===== src/rtl/gcd_pkg.sv =====
// Shared types for the GCD request driver: core widths, FSM states and the
// request record that travels through the request FIFO.
package gcd_pkg;

  localparam int GCD_W    = 16;  // operand/result width of the GCD core
  localparam int GCD_TAGW = 4;   // request tag width, echoed on the response

  typedef enum logic [1:0] {
    IDLE = 2'd0,
    LOAD = 2'd1,
    RUN  = 2'd2,
    RESP = 2'd3
  } gcd_drv_state_t;

  typedef struct packed {
    logic [GCD_TAGW-1:0] tag;
    logic [GCD_W-1:0]    x;
    logic [GCD_W-1:0]    y;
  } gcd_req_t;

  // Increment that sticks at all-ones, used for the timeout event counter.
  function automatic logic [7:0] sat_inc8(input logic [7:0] v);
    return (v == 8'hFF) ? v : v + 8'd1;
  endfunction

endpackage


===== src/rtl/gcd_req_driver_fifo.sv =====
// Synchronous request FIFO holding gcd_req_t records. DEPTH must be a power
// of two so the read/write pointers wrap naturally. Push is ignored when
// full and pop is ignored when empty.
module gcd_req_fifo
  import gcd_pkg::*;
#(
  parameter int DEPTH = 4
) (
  input  logic     clk,
  input  logic     rst,
  input  logic     push,
  input  logic     pop,
  input  gcd_req_t din,
  output gcd_req_t dout,
  output logic     full,
  output logic     empty
);

  localparam int AW = $clog2(DEPTH);

  gcd_req_t        mem_q [DEPTH];
  logic [AW-1:0]   wr_ptr_q, wr_ptr_d;
  logic [AW-1:0]   rd_ptr_q, rd_ptr_d;
  logic [AW:0]     count_q, count_d;
  logic            do_push, do_pop;

  assign full  = (count_q == (AW+1)'(DEPTH));
  assign empty = (count_q == '0);
  assign dout  = mem_q[rd_ptr_q];

  // Next pointer/occupancy values from the qualified push and pop strobes.
  always_comb begin
    do_push  = push && !full;
    do_pop   = pop && !empty;
    wr_ptr_d = wr_ptr_q;
    rd_ptr_d = rd_ptr_q;
    count_d  = count_q;
    if (do_push) wr_ptr_d = wr_ptr_q + 1'b1;
    if (do_pop)  rd_ptr_d = rd_ptr_q + 1'b1;
    if (do_push && !do_pop) count_d = count_q + 1'b1;
    if (do_pop && !do_push) count_d = count_q - 1'b1;
  end

  // Pointer and occupancy registers; reset empties the FIFO.
  // NOTE: sequential state is always assigned with <= so every flop samples
  // its pre-edge inputs regardless of block ordering.
  always_ff @(posedge clk) begin
    if (rst) begin
      wr_ptr_q <= '0;
      rd_ptr_q <= '0;
      count_q  <= '0;
    end else begin
      wr_ptr_q <= wr_ptr_d;
      rd_ptr_q <= rd_ptr_d;
      count_q  <= count_d;
    end
  end

  // Storage write; contents only matter once the occupancy says so.
  // NOTE: the storage array is deliberately not reset -- the pointers define
  // validity, and leaving it out of reset keeps it mappable to plain RAM.
  always_ff @(posedge clk) begin
    if (do_push) mem_q[wr_ptr_q] <= din;
  end

endmodule


===== src/rtl/gcd_req_driver.sv =====
// Initiator for the GCD core handshake. Requests are buffered in a FIFO,
// each pair is loaded into the core with start low for one cycle, run with
// start high until the core reports rdy (or a cycle budget expires), and the
// tagged result is offered downstream on a valid/ready port.
module gcd_req_driver
  import gcd_pkg::*;
#(
  parameter int DEPTH   = 4,
  parameter int TIMEOUT = 70000
) (
  input  logic                clk,
  input  logic                rst,
  input  logic                req_valid,
  output logic                req_ready,
  input  logic [GCD_W-1:0]    req_x,
  input  logic [GCD_W-1:0]    req_y,
  input  logic [GCD_TAGW-1:0] req_tag,
  output logic                rsp_valid,
  input  logic                rsp_ready,
  output logic [GCD_W-1:0]    rsp_gcd,
  output logic [GCD_TAGW-1:0] rsp_tag,
  output logic                rsp_timeout,
  output logic [GCD_W-1:0]    core_xi,
  output logic [GCD_W-1:0]    core_yi,
  output logic                core_start,
  input  logic                core_rdy,
  input  logic [GCD_W-1:0]    core_xo,
  output logic [7:0]          timeout_cnt
);

  localparam int             CW       = $clog2(TIMEOUT + 1);
  localparam logic [CW-1:0]  RUN_LAST = CW'(TIMEOUT - 1);

  gcd_drv_state_t        state_q, state_d;
  logic [GCD_W-1:0]      core_xi_q, core_xi_d;
  logic [GCD_W-1:0]      core_yi_q, core_yi_d;
  logic                  core_start_q, core_start_d;
  logic [GCD_TAGW-1:0]   tag_q, tag_d;
  logic                  rsp_valid_q, rsp_valid_d;
  logic [GCD_W-1:0]      rsp_gcd_q, rsp_gcd_d;
  logic [GCD_TAGW-1:0]   rsp_tag_q, rsp_tag_d;
  logic                  rsp_timeout_q, rsp_timeout_d;
  logic [CW-1:0]         run_cnt_q, run_cnt_d;
  logic [7:0]            timeout_cnt_q, timeout_cnt_d;

  logic                  fifo_push, fifo_pop, fifo_full, fifo_empty;
  gcd_req_t              fifo_din, fifo_dout;

  // No pass-through: a full FIFO refuses even if it pops on the same edge.
  assign req_ready = !fifo_full;
  assign fifo_push = req_valid && !fifo_full;
  assign fifo_din  = '{tag: req_tag, x: req_x, y: req_y};

  gcd_req_fifo #(.DEPTH(DEPTH)) u_fifo (
    .clk   (clk),
    .rst   (rst),
    .push  (fifo_push),
    .pop   (fifo_pop),
    .din   (fifo_din),
    .dout  (fifo_dout),
    .full  (fifo_full),
    .empty (fifo_empty)
  );

  // Next-state and datapath decisions for the load/run/respond sequence.
  // NOTE: every signal gets its hold value first so no path through the
  // case statement leaves one unassigned (which would infer a latch).
  always_comb begin
    state_d       = state_q;
    core_xi_d     = core_xi_q;
    core_yi_d     = core_yi_q;
    core_start_d  = core_start_q;
    tag_d         = tag_q;
    rsp_valid_d   = rsp_valid_q;
    rsp_gcd_d     = rsp_gcd_q;
    rsp_tag_d     = rsp_tag_q;
    rsp_timeout_d = rsp_timeout_q;
    run_cnt_d     = run_cnt_q;
    timeout_cnt_d = timeout_cnt_q;
    fifo_pop      = 1'b0;

    unique case (state_q)
      IDLE: begin
        if (!fifo_empty) begin
          fifo_pop     = 1'b1;
          core_xi_d    = fifo_dout.x;
          core_yi_d    = fifo_dout.y;
          tag_d        = fifo_dout.tag;
          core_start_d = 1'b0;
          state_d      = LOAD;
        end
      end

      LOAD: begin
        // Core samples operands this cycle with start low; run next cycle.
        run_cnt_d    = '0;
        core_start_d = 1'b1;
        state_d      = RUN;
      end

      RUN: begin
        run_cnt_d = run_cnt_q + 1'b1;
        if (core_rdy) begin
          // A result arriving on the last budgeted cycle still counts.
          rsp_gcd_d     = core_xo;
          rsp_tag_d     = tag_q;
          rsp_timeout_d = 1'b0;
          rsp_valid_d   = 1'b1;
          core_start_d  = 1'b0;
          state_d       = RESP;
        end else if (run_cnt_q == RUN_LAST) begin
          rsp_gcd_d     = '0;
          rsp_tag_d     = tag_q;
          rsp_timeout_d = 1'b1;
          rsp_valid_d   = 1'b1;
          core_start_d  = 1'b0;
          timeout_cnt_d = sat_inc8(timeout_cnt_q);
          state_d       = RESP;
        end
      end

      RESP: begin
        if (rsp_ready) begin
          rsp_valid_d = 1'b0;
          if (!fifo_empty) begin
            fifo_pop     = 1'b1;
            core_xi_d    = fifo_dout.x;
            core_yi_d    = fifo_dout.y;
            tag_d        = fifo_dout.tag;
            core_start_d = 1'b0;
            state_d      = LOAD;
          end else begin
            state_d = IDLE;
          end
        end
      end

      default: state_d = IDLE;
    endcase
  end

  // State, operand, response and counter registers; reset drops any
  // in-flight request without producing a response.
  always_ff @(posedge clk) begin
    if (rst) begin
      state_q       <= IDLE;
      core_xi_q     <= '0;
      core_yi_q     <= '0;
      core_start_q  <= 1'b0;
      tag_q         <= '0;
      rsp_valid_q   <= 1'b0;
      rsp_gcd_q     <= '0;
      rsp_tag_q     <= '0;
      rsp_timeout_q <= 1'b0;
      run_cnt_q     <= '0;
      timeout_cnt_q <= '0;
    end else begin
      state_q       <= state_d;
      core_xi_q     <= core_xi_d;
      core_yi_q     <= core_yi_d;
      core_start_q  <= core_start_d;
      tag_q         <= tag_d;
      rsp_valid_q   <= rsp_valid_d;
      rsp_gcd_q     <= rsp_gcd_d;
      rsp_tag_q     <= rsp_tag_d;
      rsp_timeout_q <= rsp_timeout_d;
      run_cnt_q     <= run_cnt_d;
      timeout_cnt_q <= timeout_cnt_d;
    end
  end

  assign core_xi     = core_xi_q;
  assign core_yi     = core_yi_q;
  assign core_start  = core_start_q;
  assign rsp_valid   = rsp_valid_q;
  assign rsp_gcd     = rsp_gcd_q;
  assign rsp_tag     = rsp_tag_q;
  assign rsp_timeout = rsp_timeout_q;
  assign timeout_cnt = timeout_cnt_q;

endmodule

===== config.mk =====
export PLATFORM = sky130hd
export DESIGN_NAME = gcd_req_driver
export DESIGN_NICKNAME = d
export VERILOG_FILES = /design/src/rtl/gcd_pkg.sv /design/src/rtl/gcd_req_driver_fifo.sv /design/src/rtl/gcd_req_driver.sv
export SDC_FILE = /design/constraint.sdc
export NUM_CORES = 1
export LEC_CHECK = 0
export BUFFER_PORTS_ARGS = -buffer_cell sky130_fd_sc_hd__buf_2
export CORE_ASPECT_RATIO = 1.4
export CORE_MARGIN = 10
export CORE_UTILIZATION = 55
export CTS_BUF_LIST = sky130_fd_sc_hd__clkbuf_2
export CTS_CLUSTER_DIAMETER = 50
export DETAILED_ROUTE_END_ITERATION = 8
export GPL_TIMING_DRIVEN = 0
export PLACE_DENSITY = 0.84
export SLEW_MARGIN = 10
export SYNTH_ARGS = -nofsm -noshare
export SYNTH_HDL_FRONTEND = slang
export SYNTH_SLANG_ARGS = --single-unit

===== constraint.sdc =====
create_clock -name clk -period 2.8 [get_ports clk]
set_input_delay 0.56 -clock clk [delete_from_list [all_inputs] [get_ports clk]]
set_output_delay 0.56 -clock clk [all_outputs]
set_load 0.02 [all_outputs]

==> results.cfg <==
[outcome]
status = complete, no violations

[critical_path]
critPathLaunchType = register
reg2reg_from = state_q[1]$_SDFFE_PP0P_
cp.arrival_ps = 3240
ff2ff_setup_slack_ps = 240
cp.required_ps = 3480
worstSetupPathType = reg2reg
path_max_fanout = 13
r2r-end = u_fifo.count_q[2]$_SDFFE_PP0P_
endpoint_kind = register
reg2regPathDepth = 9

[timing]
max_freq_ghz = 0.390
rsz0062_at_grt = no
slew_viol_final = 0
period_minus_slack_ps = 2560
setup_viol_count_final = 0
fin_skew_ps = 68.5
hold_ws_ps = 182
fin_ws_ps = 239
tightest_slew_ps = 724
hold_viol_final = 0
timing.setup.tns_ps = 0
max_slew_margin = 0.515
period_share = 0.915

[yosys]
synthTopCellsByArea = edfxtp_1 (47%), dfxtp_1 (21%), mux4_2 (8.8%), nand2_1 (3.9%), a21oi_1 (3.0%)
netlist.top_cell.by_area = edfxtp_1
synthMuxAreaShare = 0.100
synthSimpleGateAreaFrac = 0.103
synth-seq-cells = 239
synth_fa_ha_area_frac = 0.0186
synth_area_um2 = 9160
synthArstFlopShare = 0
postSynthAreaPerCell_um2 = 14.2
synth_compound_area_frac = 0.0657
synth_fp_nets = 717
postSynthCellCount = 647
synth_edf_count = 144
ys.warnings.count = 0
synth_top_family_by_area = simple AND/OR/NAND/NOR gates
synthXorXnorAreaFrac = 0.0124
ys_seq_area_frac = 0.679
synth_flop_cell = edfxtp_1
synth_cell_type_count = 46
netlist.area_leader.share = 0.472

[global_routing]
grt_overflow = 0
antenna_found_initial = 6
grt_pass1_wl_mm = 34.0
grt_pass1_vias = 6520
grt.total_usage = 0.192
grt_max_degree = 24

[cts]
cts_buffers = 53
cts_max_path_buffers = 3
clk_latency_ps = 800
ctsHtreeMaxLevel = 2
cts_root_buf = clkbuf_2
cts_sinks = 239
clkTransAtPathRegs_ps = 110
cts_tree = yes
cts_setup_buffers = 0

[final_layout]
final_cell_area_um2 = 11200
final_cell_mix = edfxtp_1 (144), buf_2 (126), nand2_1 (95), dfxtp_1 (95), clkbuf_2 (83)
final_layout_size_suffix_gt1_frac = 0.293
nets = 947
finalNonFillerCells = 1124
area_growth_pct = 22.1
layout_commonest_cell = edfxtp_1
post-route-util = 0.689

[min_path]
hp-class = in2reg
min_path_cells = 3
hp-start = rsp_ready
holdPathEnd = rsp_valid$_SDFFE_PP0P_

[pwr]
power_density_nw_per_um2 = 839
ir_drop_uv = 688
leakage_nw = 4.18
p_total_mw = 9.39

[floorplanning]
chipWidth_um = 129
die-height_um = 173
rows = 55
core_area_um2 = 16200
die_area_um2 = 22300
initial_utilization = 0.564
io_pins = 121

[routing]
viasPerCell = 5.56
ant_nets = 0
first_iter_violations = 361
num_vias = 6255
wl_mm = 21.4
drc_errors = 0
dr.pass1.iters = 4
drt-wirelength-per-cell_um = 19.1

[job]
cap_violations = 0

[place]
place_congestion = 0.783
pre_cts_slack_ps = -78.1
placed_area_um2 = 10100
dp.cells = 969
port_buffers = 119
hpwl_mm = 13.6
## how the worst max path moves through the flow
stage	startpoint	to	cells after the start
4_1_cts	state_q[1]$_SDFFE_PP0P_	u_fifo.count_q[2]$_SDFFE_PP0P_	9
6_report	state_q[1]$_SDFFE_PP0P_	u_fifo.count_q[2]$_SDFFE_PP0P_	9
5_1_grt	state_q[1]$_SDFFE_PP0P_	core_xi[1]$_SDFFE_PP0P_	6
3_5_place_dp	state_q[1]$_SDFFE_PP0P_	u_fifo.count_q[2]$_SDFFE_PP0P_	10
2_1_floorplan	state_q[1]$_SDFFE_PP0P_	u_fifo.count_q[2]$_SDFFE_PP0P_	10
3_3_place_gp	state_q[1]$_SDFFE_PP0P_	u_fifo.count_q[2]$_SDFFE_PP0P_	10
## cell type report
| cell class | instances | area [um2] |
|---|---|---|
| Antenna cell | 5 | 12.5 |
| Timing Repair Buffer | 176 | 1230 |
| Buffer | 32 | 130 |
| Clock inverter | 16 | 119 |
| Multi-Input combinational cell | 360 | 2760 |
| Fill cell | 1146 | 5050 |
| Clock buffer | 82 | 410 |
| Tap cell | 199 | 249 |
| Sequential cell | 239 | 6230 |
| Inverter | 15 | 56.3 |
## power by group
group,total [mW],leakage (nW),switching (mW),internal (mW)
Sequential,4.57,2.09,0.272,4.30
Clock,2.28,0.403,1.32,0.963
Combinational,2.54,1.68,1.60,0.941
## cells by family (layout without fill, tap and decap cells)
logic type      count (synthesis)  after routing
xor+xnor                       13             13
mux                            46             46
fa+ha+maj                      13             13
other cells                     0              5
compound gates                 96             96
buf+inv                        48            321
simple gates                  192            192
flops                         239            239
## registers in the layout, indices dropped and copies added (netlist names), 3 cells and up, named ones only
| register | flops |
|---|---|
| rsp_gcd | 16 |
| u_fifo.count_q | 3 |
| timeout_cnt | 8 |
| core_xi | 16 |
| core_yi | 16 |
| u_fifo.mem_q | 144 |
| run_cnt_q | 17 |
| tag_q | 4 |
| rsp_tag | 4 |
## timing repair
item / CTS / global route
cloned: 0 / 0
hold buffers: 53 / 0
endpoints found under the setup margin: 1 / 7
endpoints found under the hold margin: 161 / 0
pin swaps: 0 / 0
resized for setup: 1 / 3
## layer usage
metal  wire length [um]  global-route usage  part of all wire
met2              11700               0.345              0.55
met4                628              0.0875             0.029
met5                  9                   0           0.00042
met3               1330              0.0481             0.062
met1               7740               0.205              0.36
## worst max-delay path: stages, from the launching register on
cell and delay [ps]:
dfxtp_1 420, inv_1 110, ha_2 380, nor3_2 290, ha_1 220, inv_1 60
fa_1 370, xor2_1 150, or3_1 300, a21oi_1 150
## synth_stat cells (6+ instances only)
cell      count
a21oi_1      55
a32o_1       16
and3_1        6
and4_1        8
buf_2         7
clkbuf_1     24
dfxtp_1      95
edfxtp_1    144
ha_1         12
inv_1        15
mux4_2       36
nand2_1      95
nand3_1       8
nand4_1       7
nor2_1       24
nor2b_1       6
nor3_1        6
o21ai_0      10
or3_1        10
xnor2_1       7
xor2_1        6
Power figures use the tool's default switching activity.
